===== src/rtl/pattern_stamper.sv =====
// Stamps a PATTERN_SIZE x PATTERN_SIZE cell pattern into packed board memory with per-word
// read-modify-write, touching memory only while mem_free_in is high. Optional macro: STAMPER_CLIP_EN.
module pattern_stamper #(
  parameter int WORD_SIZE    = 16,
  parameter int BOARD_SIZE   = 256,
  parameter int LOG_MAX_ADDR = $clog2(BOARD_SIZE*BOARD_SIZE/WORD_SIZE),
  parameter int PATTERN_SIZE = 8,
  parameter int READ_LATENCY = 2
) (
  input  logic                                   clk_65mhz,
  input  logic                                   rst_in,
  input  logic                                   start_in,
  input  logic [$clog2(BOARD_SIZE)-1:0]          x_in,
  input  logic [$clog2(BOARD_SIZE)-1:0]          y_in,
  input  logic [PATTERN_SIZE*PATTERN_SIZE-1:0]   pattern_in,
  input  logic [1:0]                             mode_in,
  input  logic                                   mem_free_in,
  input  logic [WORD_SIZE-1:0]                   data_r_in,
  output logic [LOG_MAX_ADDR-1:0]                addr_out,
  output logic                                   wr_en_out,
  output logic [WORD_SIZE-1:0]                   data_w_out,
  output logic                                   busy_out,
  output logic                                   done_out
);
  localparam int CW   = $clog2(BOARD_SIZE);
  localparam int LW   = $clog2(WORD_SIZE);
  localparam int WPR  = BOARD_SIZE / WORD_SIZE;
  localparam int WI   = (WPR > 1) ? $clog2(WPR) : 1;
  localparam int P    = PATTERN_SIZE;
  localparam int PP   = P * P;
  localparam int RW   = (P > 1) ? $clog2(P) : 1;
  localparam int CNTW = $clog2(READ_LATENCY + 1);

  typedef enum logic [2:0] {S_IDLE, S_READ, S_WAIT, S_WRITE, S_FINISH} state_t;

  state_t                  r_state;
  logic [PP-1:0]           r_pat;
  logic [1:0]              r_mode;
  logic [LW-1:0]           r_off;
  logic [WI-1:0]           r_w0;
  logic [CW-1:0]           r_row;
  logic [RW-1:0]           r_rcnt;
  logic                    r_second;
  logic [CNTW-1:0]         r_cnt;
  logic [LOG_MAX_ADDR-1:0] r_addr;
  logic                    r_wr_en;
  logic [WORD_SIZE-1:0]    r_data_w;
  logic                    r_busy;
  logic                    r_done;

  logic [P-1:0]             w_row_bits;
  logic [2*WORD_SIZE-1:0]   w_field;
  logic [WORD_SIZE-1:0]     w_mask;
  logic [WORD_SIZE-1:0]     w_wdata;
  logic [WI-1:0]            w_w1;
  logic [WI-1:0]            w_x_word;
  logic [CW-1:0]            w_next_row;
  logic                     w_straddle;
  logic                     w_has_w1;
  logic                     w_last_row;

  function automatic logic [LOG_MAX_ADDR-1:0] f_addr(input logic [CW-1:0] row, input logic [WI-1:0] word);
    return LOG_MAX_ADDR'(row) * LOG_MAX_ADDR'(WPR) + LOG_MAX_ADDR'(word);
  endfunction

  // The current pattern row always sits in the top P bits; the register shifts up one row per row.
  assign w_row_bits = r_pat[PP-1 -: P];
  assign w_field    = {w_row_bits, {(2*WORD_SIZE-P){1'b0}}} >> r_off;
  assign w_mask     = r_second ? w_field[WORD_SIZE-1:0] : w_field[2*WORD_SIZE-1:WORD_SIZE];
  assign w_straddle = (int'(r_off) + P) > WORD_SIZE;
  assign w_w1       = (r_w0 == WI'(WPR-1)) ? '0 : r_w0 + 1'b1;
  assign w_x_word   = WI'(x_in >> LW);
  assign w_next_row = r_row + 1'b1;

`ifdef STAMPER_CLIP_EN
  // A wrapping second word lies past the right board edge; a wrapping row lies past the bottom.
  assign w_has_w1   = w_straddle && (r_w0 != WI'(WPR-1));
  assign w_last_row = (r_rcnt == RW'(P-1)) || (r_row == CW'(BOARD_SIZE-1));
`else
  assign w_has_w1   = w_straddle;
  assign w_last_row = (r_rcnt == RW'(P-1));
`endif

  always_comb begin
    w_wdata = data_r_in;
    case (r_mode)
      2'b00:   w_wdata = data_r_in | w_mask;
      2'b01:   w_wdata = data_r_in & ~w_mask;
      2'b10:   w_wdata = data_r_in ^ w_mask;
      default: w_wdata = data_r_in;
    endcase
  end

  always_ff @(posedge clk_65mhz) begin
    if (rst_in) begin
      r_state  <= S_IDLE;
      r_pat    <= '0;
      r_mode   <= '0;
      r_off    <= '0;
      r_w0     <= '0;
      r_row    <= '0;
      r_rcnt   <= '0;
      r_second <= 1'b0;
      r_cnt    <= '0;
      r_addr   <= '0;
      r_wr_en  <= 1'b0;
      r_data_w <= '0;
      r_busy   <= 1'b0;
      r_done   <= 1'b0;
    end else begin
      r_done <= 1'b0;
      case (r_state)
        S_IDLE: begin
          if (start_in) begin
            r_pat    <= pattern_in;
            r_mode   <= mode_in;
            r_off    <= x_in[LW-1:0];
            r_w0     <= w_x_word;
            r_row    <= y_in;
            r_rcnt   <= '0;
            r_second <= 1'b0;
            r_addr   <= f_addr(y_in, w_x_word);
            r_busy   <= 1'b1;
            r_state  <= S_READ;
          end
        end
        // Slot cycle 0 only counts on a cycle where the port is ours; otherwise the address just holds.
        S_READ: begin
          if (mem_free_in) begin
            r_cnt   <= CNTW'(1);
            r_state <= S_WAIT;
          end
        end
        S_WAIT: begin
          if (!mem_free_in) begin
            r_state <= S_READ;
          end else if (r_cnt == CNTW'(READ_LATENCY)) begin
            r_data_w <= w_wdata;
            r_wr_en  <= (r_mode != 2'b11);
            r_state  <= S_WRITE;
          end else begin
            r_cnt <= r_cnt + 1'b1;
          end
        end
        S_WRITE: begin
          r_wr_en <= 1'b0;
          if (!mem_free_in) begin
            r_state <= S_READ;
          end else if (!r_second && w_has_w1) begin
            r_second <= 1'b1;
            r_addr   <= f_addr(r_row, w_w1);
            r_state  <= S_READ;
          end else if (w_last_row) begin
            r_busy  <= 1'b0;
            r_done  <= 1'b1;
            r_state <= S_FINISH;
          end else begin
            r_second <= 1'b0;
            r_rcnt   <= r_rcnt + 1'b1;
            r_row    <= w_next_row;
            r_pat    <= r_pat << P;
            r_addr   <= f_addr(w_next_row, r_w0);
            r_state  <= S_READ;
          end
        end
        S_FINISH: r_state <= S_IDLE;
        default:  r_state <= S_IDLE;
      endcase
    end
  end

  // The write strobe is also gated by the live port-ownership and reset inputs so no write escapes either.
  assign addr_out   = r_addr;
  assign wr_en_out  = r_wr_en & mem_free_in & ~rst_in;
  assign data_w_out = r_data_w;
  assign busy_out   = r_busy;
  assign done_out   = r_done;
endmodule


===== config.mk =====
export PLATFORM = sky130hd
export DESIGN_NAME = pattern_stamper
export DESIGN_NICKNAME = d
export VERILOG_FILES = /design/src/rtl/pattern_stamper.sv
export SDC_FILE = /design/constraint.sdc
export NUM_CORES = 1
export LEC_CHECK = 0
export ABC_AREA = 0
export CORE_MARGIN = 2
export CORE_UTILIZATION = 26
export CTS_CLUSTER_DIAMETER = 60
export DETAILED_ROUTE_END_ITERATION = 6
export PLACE_DENSITY = 0.54
export SYNTH_ARGS = -nofsm -noshare
export SYNTH_HDL_FRONTEND = slang
export SYNTH_SLANG_ARGS = --single-unit

===== constraint.sdc =====
create_clock -name clk_65mhz -period 2.7 [get_ports clk_65mhz]
set_input_delay 0.675 -clock clk_65mhz [delete_from_list [all_inputs] [get_ports clk_65mhz]]
set_output_delay 0.675 -clock clk_65mhz [all_outputs]
set_load 0.005 [all_outputs]

Word-level counts from Yosys, hierarchy flattened
Index checks and enable logic that the tools add are counted.

cells by class
  add/sub/neg operators = 8
  equality and inequality tests = 20
  reduce and logical (&&, ||, !) cells = 16
  shifts and indexed selects = 1
  magnitude comparators = 1
  bitwise logic cells = 9
  mux-type cells = 49

operators with widths
  operator                                       number
  2-to-1 mux 64 bit                              4
  case mux 64 bit (2 select lines)               1
  2-to-1 mux 12 bit                              4
  case mux 16 bit (3 select lines)               1
  adder 12 x 4 -> 12 bit                         3
  2-to-1 mux 3 bit                               11
  2-to-1 mux 8 bit                               4
  right shift 32 x 4 -> 32 bit                   1
  case mux 12 bit (2 select lines)               1
  inequality test 2 bit, second input constant   10
  bitwise AND 16 bit                             1
  2-to-1 mux 16 bit                              1
  NOT 16 bit                                     1
  bitwise OR 16 bit                              1
  case mux 8 bit (2 select lines)                1
  XOR 16 bit                                     1
  case mux 3 bit (4 select lines)                1
  2-to-1 mux 1 bit                               11
  AND reduction 5 bit                            2
  AND reduction 3 bit                            3
  adder 8 x 1 -> 8 bit, second input constant    1
  AND reduction 4 bit                            2
  == test 3 x 2 -> 1 bit, second input constant  2
  2-to-1 mux 2 bit                               3
  other kinds (24)                               33

storage, ports and cells
  input port bits = 102
  bits in registers = 122

Depth between registers and ports, before layout
  depth in word-level cells = 6
  depth in mapped cells = 12
  depth with buffers taken out = 10

Least setup slack after synthesis
OpenSTA, ideal clock, no wires.

  kind = register -> register
  from = register r_off[0]
  to = register r_data_w[8], in the netlist data_w_out[8]
  cell stages (with the launch flop) = 10
  data required time = 2568 ps
  buffers on the path = 1
  setup time = 132 ps
  period minus slack after synthesis = 2527 ps
  setup slack = 173 ps
  arrival = 2395 ps
  cells stage by stage = dfxtp_1 > clkbuf_1 > clkinv_1 > mux2i_1 > mux2i_1 > or3_1 > ha_1 > mux4_2 > nor2_1 > nor3_1

between the ends
  longest elaborated chain between the ends = 5
  elaborated cells between the ends (all ways) = 7

ends and longest elaborated chain
  item                                line  RTL
  from (decl)                         39    logic [LW-1:0] r_off;
  from (signal assigned)              117   r_off <= x_in[LW-1:0];
  right shift 32 x 4 -> 32 bit *      68    assign w_field = {w_row_bits, {(2*WORD_SIZE-P){1'b0}}} >> r_off;
  2-to-1 mux 16 bit *                 69    assign w_mask = r_second ? w_field[WORD_SIZE-1:0] : w_field[2*WORD_SIZE-1:WORD_SIZE];
  NOT 16 bit                          88    2'b01: w_wdata = data_r_in & ~w_mask;
  bitwise AND 16 bit                  88
  case mux 16 bit (3 select lines) *  86    case (r_mode)
  to (signal assigned)                138   r_data_w <= w_wdata;
  to (decl)                           47    logic [WORD_SIZE-1:0] r_data_w;

Mark *: on every way between the ends. The rest lies on a longest branch, timed or not.
A chain may end at the register's enable or synchronous reset.

Worst setup path in the final report
  from = input port mem_free_in
  to = output port wr_en_out

between the ends
  longest elaborated chain between the ends = 2

ends and longest elaborated chain
  item                            line  RTL
  from (decl)                     17    input logic mem_free_in,
  bitwise AND 1 bit (2 in a row)  174   assign wr_en_out = r_wr_en & mem_free_in & ~rst_in;
  to (decl)                       20    output logic wr_en_out,

No other way between the ends.

==> summary.md <==
| Metric | Value |
|---|---|
| Post-synth top flop | dfxtp_1 |
| Setup slack after placement | -0.00157 ns |
| Critical path type | in -> out |
| Skew final | 0.00890 ns |
| Fin Hold WS | 0.453 ns |
| RD Place Congestion | 0.805 |
| Area Overhead vs Synth | 34.0% |
| Post-layout util | 0.357 |
| Worst hold path class | reg -> reg |
| Multi-input gate area | 3860 sq um |
| Pin count of the biggest net entering global routing | 125 |
| Setup crit end | wr_en_out |
| Worst r2r path cells | 8 |
| Clk_lat worst skew | 0.42 ns |
| Seq/Total Area, Yosys | 0.362 |
| CTS tree | done |
| Synth Warn # | 0 |
| Die Y-Extent | 165 um |
| Chip width | 165 um |
| Worst r2r dst | data_w_out[8] |
| RSZ-0062 raised after global routing | yes |
| # clock sinks | 122 |
| DRC viols | 0 |
| Slew headroom | 0.517 |
| EDFF count, synth | 0 |
| Syn nets | 974 |
| CP arrival | 1.92 ns |
| Mean post-synth cell area | 8.07 sq um |
| Static leakage | 3.42 nW |
| CP endpoint kind | output pin |
| Worst EP required | 2.03 ns |
| Area of the core | 25300 sq um |
| Routed Antenna Nets | 0 |
| Max H-tree Level | 4 |
| Initial core utilization | 0.266 |
| Worst IR drop on VDD | 0.309 mV |
| GRT Total Usage | 0.142 |
| Worst setup margin | 0.105 ns |
| CP max FO | 2 |
| GRT overflow | 0 |
| Synth cell types | 52 |
| Post-Syn Area | 6740 sq um |
| Sequential standard cell area | 2440 sq um |
| Asr flop ratio synth | 0 |
| Share of cells above drive strength 1 | 0.0927 |
| Critical R2R Launch | r_off[0] |
| Status | completed |
| Post-Synthesis Cells | 835 |
| Maxcap violations | 0 |
| CP startpoint | mem_free_in |
| Reg clk slew, reported paths | 0.06 ns |
| Routed wire length | 19200 um |
| CTS root buffer | clkbuf_16 |
| Endpoints failing setup | 0 |
| DR vias/cell | 4.78 |
| Vias in the first global route | 5794 |
| CTS Buf Count | 17 |
| First-pass GRT wire length | 30200 um |
| Top-level I/O count | 133 |
| Filler cells | 2627 |
| Dpl hpwl | 13700 um |
| Number of buffers added on ports | 132 |
| TNS Setup | 0 ns |
| Row count | 58 |
| Minimum clock period | 2.60 ns |
| Startpoint types | input pin |
| Die Area | 27200 sq um |
| Final-stage net count | 1086 |
| PD cells | 577 nW/um^2 |
| Final Cycle Share | 0.961 |
| Initial antenna violation count | 2 |
| Antenna diodes | 0 |
| Fmax | 385 MHz |
| Maximum root-to-sink buffer count | 2 |
| Total power draw | 0.00521 W |
| Final hold vios | 0 |
| Synth Register Bits | 122 |
| Least-Margin Pin Slew | 0.722 ns |
| Initial detailed-routing violation count | 350 |
| Via count | 6161 |
| Fin. max-slew vios | 0 |
| Routed len/inst | 14.8 um |
| First-pass detailed-route iteration total | 5 |
| Flop2flop setup slack | 0.14 ns |
==> through the flow <==
step	instances	area [sq um]
floorplan	835	6740
global placement	1258	8460
detailed placement	1258	8460
CTS	1290	9030
global route	1290	9030
finish	1290	9030
==> registers in the layout (all words and copies together), names as in the netlist, 2 cells and up <==
| name | count |
|---|---|
| r_row | 8 |
| addr_out | 12 |
| r_off | 4 |
| r_pat | 64 |
| data_w_out | 16 |
| r_mode | 2 |
| r_rcnt | 3 |
| r_w0 | 4 |
| r_state | 3 |
| r_cnt | 2 |
==> metal layers <==
layer / track usage / vias up / wire [um]
met5: 0 / - / 13
met4: 0.0470 / 2 / 356
met3: 0.0362 / 23 / 894
met2: 0.232 / 105 / 9160
met1: 0.182 / 2870 / 8730
li1: - / 3161 / -
==> worst max-delay path, cell delays in order <==
cell             delay (ns)
clkdlybuf4s50_1        0.50
and3b_1                0.22
clkdlybuf4s50_1        0.52
==> placed cells by master (no fill, tap or decap), drive strengths merged, types with 3 or more instances in the layout <==
| cell | Yosys | final |
|---|---|---|
| dfxtp | 122 | 122 |
| xnor2 | 8 | 8 |
| o21ai | 16 | 16 |
| a211o | 6 | 6 |
| o41ai | 3 | 3 |
| clkinv | 1 | 8 |
| a22oi | 17 | 17 |
| clkbuf | 42 | 18 |
| xor2 | 3 | 3 |
| a311oi | 57 | 57 |
| and3 | 4 | 4 |
| clkdlybuf4s50 | 0 | 131 |
| a21o | 3 | 3 |
| a211oi | 6 | 6 |
| nand2 | 173 | 173 |
| mux4 | 16 | 16 |
| nor3 | 14 | 14 |
| o22ai | 5 | 5 |
| mux2 | 5 | 5 |
| nand3 | 8 | 8 |
| o21a | 3 | 3 |
| a32oi | 6 | 6 |
| a31oi | 4 | 4 |
| o211ai | 3 | 3 |
| nor2 | 126 | 126 |
| inv | 36 | 41 |
| mux2i | 13 | 13 |
| buf | 27 | 31 |
| nand3b | 7 | 7 |
| nand2b | 3 | 3 |
| ha | 37 | 37 |
| a21oi | 40 | 40 |
==> how the worst min path moves through the flow <==
stage,from,depth (start not counted),endpoint,slack [ns]
after detailed placement,r_cnt[0],1,r_cnt[0],0.44
after floorplan,r_cnt[0],1,r_cnt[0],0.42
after global placement,r_cnt[0],1,r_cnt[0],0.44
after global routing,r_cnt[0],1,r_cnt[0],0.48
after CTS,addr_out[1],2,addr_out[1],0.45
final,addr_out[1],2,addr_out[1],0.45
==> synth_stat cells (all sizes together), types with 4 or more instances <==
master,n,share of area
a22oi,17,0.019
a32oi,6,0.0078
nor3,14,0.010
xnor2,8,0.010
clkbuf,42,0.023
a311oi,57,0.074
a21oi,40,0.031
buf,27,0.024
a31oi,4,0.0037
nand2,173,0.096
mux4,16,0.053
mux2,5,0.0084
ha,37,0.069
inv,36,0.020
nand3,8,0.0059
o22ai,5,0.0046
and3,4,0.0037
dfxtp,122,0.36
a211o,6,0.0078
nand3b,7,0.0078
nor2,126,0.070
a211oi,6,0.0067
mux2i,13,0.019
o21ai,16,0.012
==> timing repair <==
action	4_1_cts	5_1_grt
hold buffers	0	0
setup buffers	0	0
endpoints found under the setup margin	0	7
gates resized for setup	0	1
==> cell type report <==
type	count	area share
Clock buffer	18	0.0475
Clock inverter	14	0.0155
Inverter	37	0.0154
Multi-Input combinational cell	607	0.427
Sequential cell	122	0.271
Tap cell	330	0.0457
Timing Repair Buffer	162	0.178
==> power by group <==
group / total [W] / switching, W / internal [W]
Clock: 0.00222 / 0.000931 / 0.00129
Sequential: 0.00205 / 0.000113 / 0.00194
Combinational: 0.000936 / 0.000453 / 0.000483
==> cell families after synthesis <==
family,Yosys count,share of synthesized area
AOI/OAI and AO/OA,177,0.193
xor gates and xnor gates,11,0.0143
adders and majority gates,37,0.0687
buffers and inverters,106,0.0676
DFF,122,0.362
muxes,34,0.0811
and+or+nand+nor,348,0.212
No activity file was read; power rests on OpenSTA's default activity.
